File: config.mk
export PLATFORM = sky130hd
export DESIGN_NAME = fighter_action_scheduler_flat
export DESIGN_NICKNAME = d
export VERILOG_FILES = /design/src/rtl/fighter_action_scheduler_if.sv /design/src/rtl/fighter_action_scheduler.sv /design/src/flat_wrapper.sv
export SDC_FILE = /design/constraint.sdc
export NUM_CORES = 1
export LEC_CHECK = 0
export ABC_AREA = 0
export BUFFER_PORTS_ARGS = -buffer_cell sky130_fd_sc_hd__buf_2
export CELL_PAD_IN_SITES_DETAIL_PLACEMENT = 0
export CELL_PAD_IN_SITES_GLOBAL_PLACEMENT = 1
export CORE_ASPECT_RATIO = 1.5
export CORE_UTILIZATION = 26
export CTS_BUF_LIST = sky130_fd_sc_hd__clkbuf_8
export DETAILED_ROUTE_END_ITERATION = 12
export GPL_ROUTABILITY_DRIVEN = 0
export GPL_TIMING_DRIVEN = 0
export PLACE_DENSITY_LB_ADDON = 0.1
export SETUP_SLACK_MARGIN = 0.3
export SYNTH_ARGS = -nofsm -noshare
export SYNTH_HDL_FRONTEND = slang
export SYNTH_SLANG_ARGS = --single-unit
File: constraint.sdc
create_clock -name clk -period 3.1 [get_ports clk]
set_input_delay 0.155 -clock clk [delete_from_list [all_inputs] [get_ports clk]]
set_output_delay 0.155 -clock clk [all_outputs]
set_load 0.02 [all_outputs]
File: src/rtl/fighter_action_scheduler_if.sv
// Handshake bundle between a fighter's input decode, its punch/kick motion
// controllers and the action scheduler.
interface fighter_action_scheduler_if;
    localparam int unsigned MOTION_W = 32;
    localparam int unsigned ACTION_W = 3;

    logic                       frame_tick;
    logic                       Punch;
    logic                       Kick;
    logic                       Walk_L;
    logic                       Walk_R;
    logic                       Hit;
    logic signed [MOTION_W-1:0] Punch_Motion;
    logic signed [MOTION_W-1:0] Kick_Motion;
    logic                       Punch_Done;
    logic                       Kick_Done;
    logic                       Punch_Go;
    logic                       Kick_Go;
    logic signed [MOTION_W-1:0] X_Motion;
    logic [ACTION_W-1:0]        Action;
    logic                       Busy;

    modport master (
        output frame_tick, Punch, Kick, Walk_L, Walk_R, Hit,
               Punch_Motion, Kick_Motion, Punch_Done, Kick_Done,
        input  Punch_Go, Kick_Go, X_Motion, Action, Busy
    );

    modport slave (
        input  frame_tick, Punch, Kick, Walk_L, Walk_R, Hit,
               Punch_Motion, Kick_Motion, Punch_Done, Kick_Done,
        output Punch_Go, Kick_Go, X_Motion, Action, Busy
    );
endinterface

File: src/rtl/fighter_action_scheduler.sv
// Per-frame fighter action FSM: picks idle/walk, punch, kick, recovery or
// hit-stun, launches motion controllers and muxes their X motion.
module fighter_action_scheduler #(
    parameter int WALK_SPEED        = 2,
    parameter int RECOVER_FRAMES    = 4,
    parameter int STUN_FRAMES       = 12,
    parameter int KNOCKBACK         = -3,
    parameter int MAX_ACTION_FRAMES = 16
) (
    input  logic                       clk,
    input  logic                       Reset,
    fighter_action_scheduler_if.slave  bus
);
    localparam int unsigned CNT_W    = 5;
    localparam int unsigned STATE_W  = 3;
    localparam int unsigned MOTION_W = 32;

    localparam logic [STATE_W-1:0] S_IDLE    = 3'd0;
    localparam logic [STATE_W-1:0] S_PUNCH   = 3'd1;
    localparam logic [STATE_W-1:0] S_KICK    = 3'd2;
    localparam logic [STATE_W-1:0] S_RECOVER = 3'd3;
    localparam logic [STATE_W-1:0] S_STUN    = 3'd4;

    localparam logic signed [1:0] DIR_0 = 2'sb00;
    localparam logic signed [1:0] DIR_R = 2'sb01;
    localparam logic signed [1:0] DIR_L = 2'sb11;

    localparam logic [CNT_W-1:0] ACT_LAST  = CNT_W'(MAX_ACTION_FRAMES - 1);
    localparam logic [CNT_W-1:0] REC_LAST  = CNT_W'(RECOVER_FRAMES - 1);
    localparam logic [CNT_W-1:0] STUN_LAST = CNT_W'(STUN_FRAMES - 1);
    localparam logic [CNT_W-1:0] CNT_MAX   = '1;

    logic [STATE_W-1:0] state, state_d;
    logic [CNT_W-1:0]   frame_cnt, frame_cnt_d;
    logic               hit_pending, hit_pending_d;
    logic signed [1:0]  walk_dir, walk_dir_d;
    logic               punch_go, punch_go_d;
    logic               kick_go, kick_go_d;
    logic               hit_now;

    // A hit in the tick cycle itself counts toward that tick.
    assign hit_now = hit_pending | bus.Hit;

    always_ff @(posedge clk or negedge Reset) begin
        if (!Reset) begin
            state       <= S_IDLE;
            frame_cnt   <= '0;
            hit_pending <= 1'b0;
            walk_dir    <= DIR_0;
            punch_go    <= 1'b0;
            kick_go     <= 1'b0;
        end else begin
            state       <= state_d;
            frame_cnt   <= frame_cnt_d;
            hit_pending <= hit_pending_d;
            walk_dir    <= walk_dir_d;
            punch_go    <= punch_go_d;
            kick_go     <= kick_go_d;
        end
    end

    always_comb begin
        state_d       = state;
        frame_cnt_d   = frame_cnt;
        hit_pending_d = hit_pending | bus.Hit;
        walk_dir_d    = walk_dir;
        punch_go_d    = 1'b0;
        kick_go_d     = 1'b0;

        if (bus.frame_tick) begin
            // The tick consumes any pending hit; only a fresh hit landing on
            // top of an already-pending one survives to the next tick.
            hit_pending_d = hit_pending & bus.Hit;

            if (hit_now) begin
                state_d = S_STUN;
            end else begin
                case (state)
                    S_IDLE: begin
                        if (bus.Punch) begin
                            state_d    = S_PUNCH;
                            punch_go_d = 1'b1;
                        end else if (bus.Kick) begin
                            state_d   = S_KICK;
                            kick_go_d = 1'b1;
                        end else if (bus.Walk_R && !bus.Walk_L) begin
                            walk_dir_d = DIR_R;
                        end else if (bus.Walk_L && !bus.Walk_R) begin
                            walk_dir_d = DIR_L;
                        end else begin
                            walk_dir_d = DIR_0;
                        end
                    end
                    S_PUNCH: begin
                        if ((frame_cnt != '0 && bus.Punch_Done) || frame_cnt >= ACT_LAST)
                            state_d = S_RECOVER;
                    end
                    S_KICK: begin
                        if ((frame_cnt != '0 && bus.Kick_Done) || frame_cnt >= ACT_LAST)
                            state_d = S_RECOVER;
                    end
                    S_RECOVER: begin
                        if (frame_cnt >= REC_LAST)
                            state_d = S_IDLE;
                    end
                    S_STUN: begin
                        if (frame_cnt >= STUN_LAST)
                            state_d = S_IDLE;
                    end
                    default: state_d = S_IDLE;
                endcase
            end

            // Every entry (including a stun re-entry) restarts the frame count.
            if (hit_now || state_d != state) begin
                frame_cnt_d = '0;
                if (state_d != S_IDLE)
                    walk_dir_d = DIR_0;
            end else if (frame_cnt != CNT_MAX) begin
                frame_cnt_d = frame_cnt + CNT_W'(1);
            end
        end
    end

    always_comb begin
        bus.X_Motion = '0;
        case (state)
            S_IDLE: begin
                if (walk_dir == DIR_R)
                    bus.X_Motion = MOTION_W'(WALK_SPEED);
                else if (walk_dir == DIR_L)
                    bus.X_Motion = MOTION_W'(-WALK_SPEED);
                else
                    bus.X_Motion = '0;
            end
            S_PUNCH: bus.X_Motion = bus.Punch_Motion;
            S_KICK:  bus.X_Motion = bus.Kick_Motion;
            S_STUN:  bus.X_Motion = MOTION_W'(KNOCKBACK);
            default: bus.X_Motion = '0;
        endcase
    end

    assign bus.Punch_Go = punch_go;
    assign bus.Kick_Go  = kick_go;
    assign bus.Action   = state;
    assign bus.Busy     = (state != S_IDLE);

endmodule

File: src/flat_wrapper.sv
// flat-port wrapper written by rule: the top's interface ports become plain ports
module fighter_action_scheduler_flat 
#(
    parameter int WALK_SPEED        = 2,
    parameter int RECOVER_FRAMES    = 4,
    parameter int STUN_FRAMES       = 12,
    parameter int KNOCKBACK         = -3,
    parameter int MAX_ACTION_FRAMES = 16
)
  (clk, Reset, bus_frame_tick, bus_Punch, bus_Kick, bus_Walk_L, bus_Walk_R, bus_Hit, bus_Punch_Motion, bus_Kick_Motion, bus_Punch_Done, bus_Kick_Done, bus_Punch_Go, bus_Kick_Go, bus_X_Motion, bus_Action, bus_Busy);
  fighter_action_scheduler_if bus_i ();
  input  logic clk;
  input  logic Reset;
  input wire logic [$bits(bus_i.frame_tick)-1:0] bus_frame_tick;
  input wire logic [$bits(bus_i.Punch)-1:0] bus_Punch;
  input wire logic [$bits(bus_i.Kick)-1:0] bus_Kick;
  input wire logic [$bits(bus_i.Walk_L)-1:0] bus_Walk_L;
  input wire logic [$bits(bus_i.Walk_R)-1:0] bus_Walk_R;
  input wire logic [$bits(bus_i.Hit)-1:0] bus_Hit;
  input wire logic [$bits(bus_i.Punch_Motion)-1:0] bus_Punch_Motion;
  input wire logic [$bits(bus_i.Kick_Motion)-1:0] bus_Kick_Motion;
  input wire logic [$bits(bus_i.Punch_Done)-1:0] bus_Punch_Done;
  input wire logic [$bits(bus_i.Kick_Done)-1:0] bus_Kick_Done;
  output wire logic [$bits(bus_i.Punch_Go)-1:0] bus_Punch_Go;
  output wire logic [$bits(bus_i.Kick_Go)-1:0] bus_Kick_Go;
  output wire logic [$bits(bus_i.X_Motion)-1:0] bus_X_Motion;
  output wire logic [$bits(bus_i.Action)-1:0] bus_Action;
  output wire logic [$bits(bus_i.Busy)-1:0] bus_Busy;
  assign bus_i.frame_tick = bus_frame_tick;
  assign bus_i.Punch = bus_Punch;
  assign bus_i.Kick = bus_Kick;
  assign bus_i.Walk_L = bus_Walk_L;
  assign bus_i.Walk_R = bus_Walk_R;
  assign bus_i.Hit = bus_Hit;
  assign bus_i.Punch_Motion = bus_Punch_Motion;
  assign bus_i.Kick_Motion = bus_Kick_Motion;
  assign bus_i.Punch_Done = bus_Punch_Done;
  assign bus_i.Kick_Done = bus_Kick_Done;
  assign bus_Punch_Go = bus_i.Punch_Go;
  assign bus_Kick_Go = bus_i.Kick_Go;
  assign bus_X_Motion = bus_i.X_Motion;
  assign bus_Action = bus_i.Action;
  assign bus_Busy = bus_i.Busy;
  fighter_action_scheduler #(.WALK_SPEED(WALK_SPEED), .RECOVER_FRAMES(RECOVER_FRAMES), .STUN_FRAMES(STUN_FRAMES), .KNOCKBACK(KNOCKBACK), .MAX_ACTION_FRAMES(MAX_ACTION_FRAMES)) u_core (.clk(clk), .Reset(Reset), .bus(bus_i));
endmodule
# Word-level counts from Yosys, hierarchy flattened
# Index checks and enable logic that the tools add are counted.
# totals
inputBits	74
out_inout_bits	38
regBits	13
# classes
add_sub_neg	1
reduce_logical	15
magnitude_cmp	3
n_bitwise	2
n_mux	32
n_eq_ne	8
# ops
op	n
$pmux 32 s4	1
$mux 32	2
$mux 3	8
$mux 2	8
$pmux 3 s5	1
$ge 5x4->1 const B	2
$mux 1	10
$mux 5	2
$eq 3x2->1 const B	2
$reduce_bool 3->1	2
$add 5x1->5 const B	1
$ge 5x2->1 const B	1
$ne 5x5->1 const B	1
$reduce_bool 5->1	1
$logic_and 1x1->1	4
$eq 3x1->1 const B	1
$eq 3x3->1 const B	1
$logic_not 3->1	1
$logic_or 1x1->1	3
$ne 3x3->1	1
$eq 2x1->1 const B	1
$eq 2x2->1 const B	1
$logic_not 1->1	2
$reduce_and 2->1	1
other kinds (3)	3

# Depth between registers and ports, before layout
# logic_depth
ltp_word	11
mapped_depth	9
depth_no_buf	9

# Least setup slack after synthesis
# Ideal clock, no wire load.
# synth_timing
path_kind	reg2reg
startpoint	reg u_core.frame_cnt[0]
endpoint	reg u_core.frame_cnt[0]
slack_ns	0.805
setup_ns	0.074
path_buffers	0
required_time_ns	3.026
arrival_time_ns	2.221
path_stages_with_launch	10
period_less_slack_ns	2.295
path_cell_list	dfrtp_1 -> ha_1 -> and3_1 -> ha_1 -> or3_1 -> a211o_1 -> a21o_1 -> a21oi_4 -> nand4_1 -> o21ai_2
# synth_via
elab_chain_cells	11
# synth_rtl
item	line	source
start: declaration	fighter_action_scheduler.sv:34	logic [CNT_W-1:0] frame_cnt, frame_cnt_d;
start signal: assignment	fighter_action_scheduler.sv:54	frame_cnt <= frame_cnt_d;
branches (longest 11 deep; another with $ge 5x4->1)	n/a	
# Several ways; the timed one is not identified. The select of a mux whose other input is x is not followed.
# A chain may end at the register's enable or synchronous reset.

# Final worst setup path
# Ends and elaborated chain as after synthesis.

==> summary.md <==
| Metric | Value |
|---|---|
| M3 GR Usage | 0.0365 |
| CP Data Required Time | 3.28 ns |
| First-pass GRT wire length | 7.64 mm |
| Relative slew slack | 0.585 |
| R2R cell count | 9 |
| Synth Area in XOR/XNOR | 0 |
| FF-to-FF setup slack | 0.59 ns |
| Vias in the first global route | 1,593 |
| Die X | 59.8 microns |
| Worst setup path startpoint | u_core.frame_cnt[0] |
| Unrepaired setup endpoints after global routing | no |
| DRT Pass-1 Iters | 4 |
| Dominant synthesized flop cell | dfrtp_1 |
| Max Cap Viol | 0 |
| Met1 Usage GRT | 0.246 |
| Global Route met2 Usage | 0.317 |
| Synth Area in Compound Gates | 0.426 |
| Setup violations, final | 0 |
| Most Crowded Layer GR | met2 |
| Sink Count | 13 |
| Mux share of post-synthesis cell area | 0.0308 |
| Seq cells post-synth | 13 |
| Tcrit/Tclk final | 0.811 |
| Overall power | 431 uW |
| # IOs | 112 |
| Routed Antenna Nets | 0 |
| Crit path launch type | flop |
| Layout Skew | 0.00316 ns |
| Simple-gate share of the synthesized area | 0.159 |
| Largest net degree at the start of global routing | 14 |
| Layout area overhead | 53.4% |
| Mapped Cells | 154 |
| Sequential area share after synthesis | 0.250 |
| Hold Path Class | in2reg |
| Netlist cell types | 38 |
| DRT iter0 DRCs | 86 |
| CTS tree | built |
| Max-slew violation count | 0 |
| DR DRC count | 0 |
| Switching pwr | 116 uW |
| Synth cell count leaders | 30 x a221o_1, 14 x inv_1, 13 x dfrtp_1 |
| Initial antenna violation count | 0 |
| Worst r2r src | u_core.frame_cnt[0] |
| WS Path Type | reg2reg |
| Max FO, Critical Path | 7 |
| Arrival time worst endpoint | 2.69 ns |
| Clock slew at reported path FFs | 0.06 ns |
| Remaining global-route overflow | 0 |
| Final Hold Viols | 0 |
| HPWL after DPL | 4.00 mm |
| Syn Area/Cell | 8.45 sq um |
| Final wirelength | 4.98 mm |
| CTS Buf Count | 3 |
| H-tree depth | 1 |
| Share of the synthesized area in the top cell type | 0.250 |
| Net switching fraction of the power | 0.270 |
| Cell with the most instances after synthesis | a221o_1 |
| R2r endpoint | u_core.frame_cnt[0] |
| Leakage power | 0.985 nW |
| Internal power | 315 uW |
| Syn Nets | 233 |
| Synthesized area | 1300 sq um |
| Starting Density | 0.271 |
| Synth Area in Adders | 0.0558 |
| Yosys warns | 0 |
| Post-layout min period | 2.51 ns |
| Fmax | 398 MHz |
| Post-synth ARST share | 1.00 |
| FP Rows | 31 |
| Comb pwr share | 0.216 |
| Clock power share | 0.371 |
| # resized after CTS | 0 |
| Slew at the pin closest to its max-slew limit | 0.620 ns |
| Setup_tns | 0 ns |
| PortBufs | 111 |
| Largest family of logic cells by synthesized area | compound AO/OA/AOI/OAI gates |
| Wire per inst | 14.8 microns |
| Via count | 1,670 |
| Flop pwr share | 0.413 |
| Share of layout cells above drive strength 1 | 0.452 |
| Critical path endpoint category | flop |
| GRT Util Overall | 0.190 |
| Clock Latency Late Sink | 0.25 ns |
| Top cells by area, synth | dfrtp_1 25%, a221o_1 23%, ha_1 4.8% |
| Root cell of the clock tree | clkbuf_8 |
| Clock Path Buffers | 2 |
| Vias per cell | 4.97 |
| Cell area power density | 216 nW/um^2 |
| Die height | 88.6 microns |
| EDFF count, synth | 0 |
| Top cell type by total area after synthesis | dfrtp_1 |
| Layout net count | 350 |
| Ant diodes | 0 |
| VDD IR max | 125 uV |
| Core Region | 4810 sq um |
| CP Capture Point | u_core.frame_cnt[0] |
| Status | finished clean |
| DIE AREA | 5300 sq um |
## cells in the final DEF, fill, tap and decap left out, drive strengths merged, types with 2 or more instances in the layout
cell type | synthesis | routed
buf | 1 | 112
a221o | 30 | 30
clkbuf | 12 | 15
inv | 14 | 14
dfrtp | 13 | 13
o21ai | 13 | 13
nor2 | 11 | 11
a21oi | 9 | 9
nand2 | 6 | 6
nor3 | 5 | 5
ha | 5 | 5
mux2i | 4 | 4
nand3 | 3 | 3
nand4 | 3 | 3
a31oi | 2 | 2
and3 | 2 | 2
nand2b | 2 | 2
or3 | 2 | 2
a211o | 2 | 2
## worst max-delay path, stage by stage, from the launching register on
cell and delay, ns:
dfrtp_1 0.42, ha_1 0.26, and3_1 0.22, ha_1 0.22
or3_1 0.31, a211o_1 0.32, a21o_1 0.21, a21oi_4 0.26
nand4_1 0.15, o21ai_2 0.08
## logic make-up (layout without fill, tap and decap cells)
logic type	Yosys count	in the layout
compound gates	65	65
fa+ha+maj	6	6
buf+inv	27	143
flops	13	13
mux	4	4
simple gates	39	39
## registers in the layout (all words and copies together), names as in the netlist
name and flops:
u_core.hit_pending 1, u_core.bus.Punch_Go 1, u_core.bus.Action 3, u_core.walk_dir 2, u_core.bus.Kick_Go 1, u_core.frame_cnt 5
## power by group through the flow
stage	sequential, mW	combinational [mW]	clock (mW)
finish	0.178	0.0928	0.160
global route	0.179	0.104	0.174
CTS	0.178	0.0941	0.165
detailed placement	0.181	0.0932	0
global placement	0.181	0.0924	0
floorplan	0.180	0.0352	0
## what timing repair did
action / 4_1_cts / 5_1_grt
buffers inserted: 0 / 0
hold endpoints to repair: 13 / 0
hold buffers: 1 / 0
## area by class of cell
| cell class | count | area, sq um |
|---|---|---|
| buffer | 13 | 50.0 |
| clock buffer | 3 | 41.3 |
| clock inverter | 1 | 5.00 |
| fill | 552 | 2810 |
| inverter | 14 | 52.6 |
| multi-input combinational | 114 | 873 |
| sequential | 13 | 325 |
| tap | 66 | 82.6 |
| timing repair buffer | 112 | 566 |
## worst min-delay path by stage
stage	from	end	slack [ns]	cells past startpoint
3_3_place_gp	Reset	u_core.frame_cnt[1]	0.07	1
6_report	bus_Punch	u_core.bus.Punch_Go	0.16	3
4_1_cts	bus_Punch	u_core.bus.Punch_Go	0.15	3
2_1_floorplan	Reset	u_core.bus.Action[0]	-0.14	0
3_5_place_dp	Reset	u_core.frame_cnt[0]	0.07	1
5_1_grt	bus_Punch	u_core.bus.Punch_Go	0.16	3
## per-layer routing
layer  up-vias  part of all wire  routed length, microns
met5         -                 0                       0
met4         0             0.010                      50
li1        848                 -                       -
met3         5             0.049                     243
met1       768              0.43                    2140
met2        49              0.51                    2550
## per-stage QoR
| stage | setup WS, ns | hold slack [ns] | utilization | cells | area [sq um] |
|---|---|---|---|---|---|
| 2_1_floorplan | 0.805 | -0.141 | - | 154 | 1300 |
| 3_3_place_gp | 0.590 | 0.0670 | 0.403 | 331 | 1940 |
| 3_5_place_dp | 0.602 | 0.0709 | 0.403 | 331 | 1940 |
| 4_1_cts | 0.581 | 0.153 | 0.415 | 336 | 2000 |
| 5_1_grt | 0.412 | 0.163 | 0.415 | 336 | 2000 |
| 6_report | 0.587 | 0.156 | 0.415 | 336 | 2000 |
No activity file was read; power rests on OpenSTA's default activity.
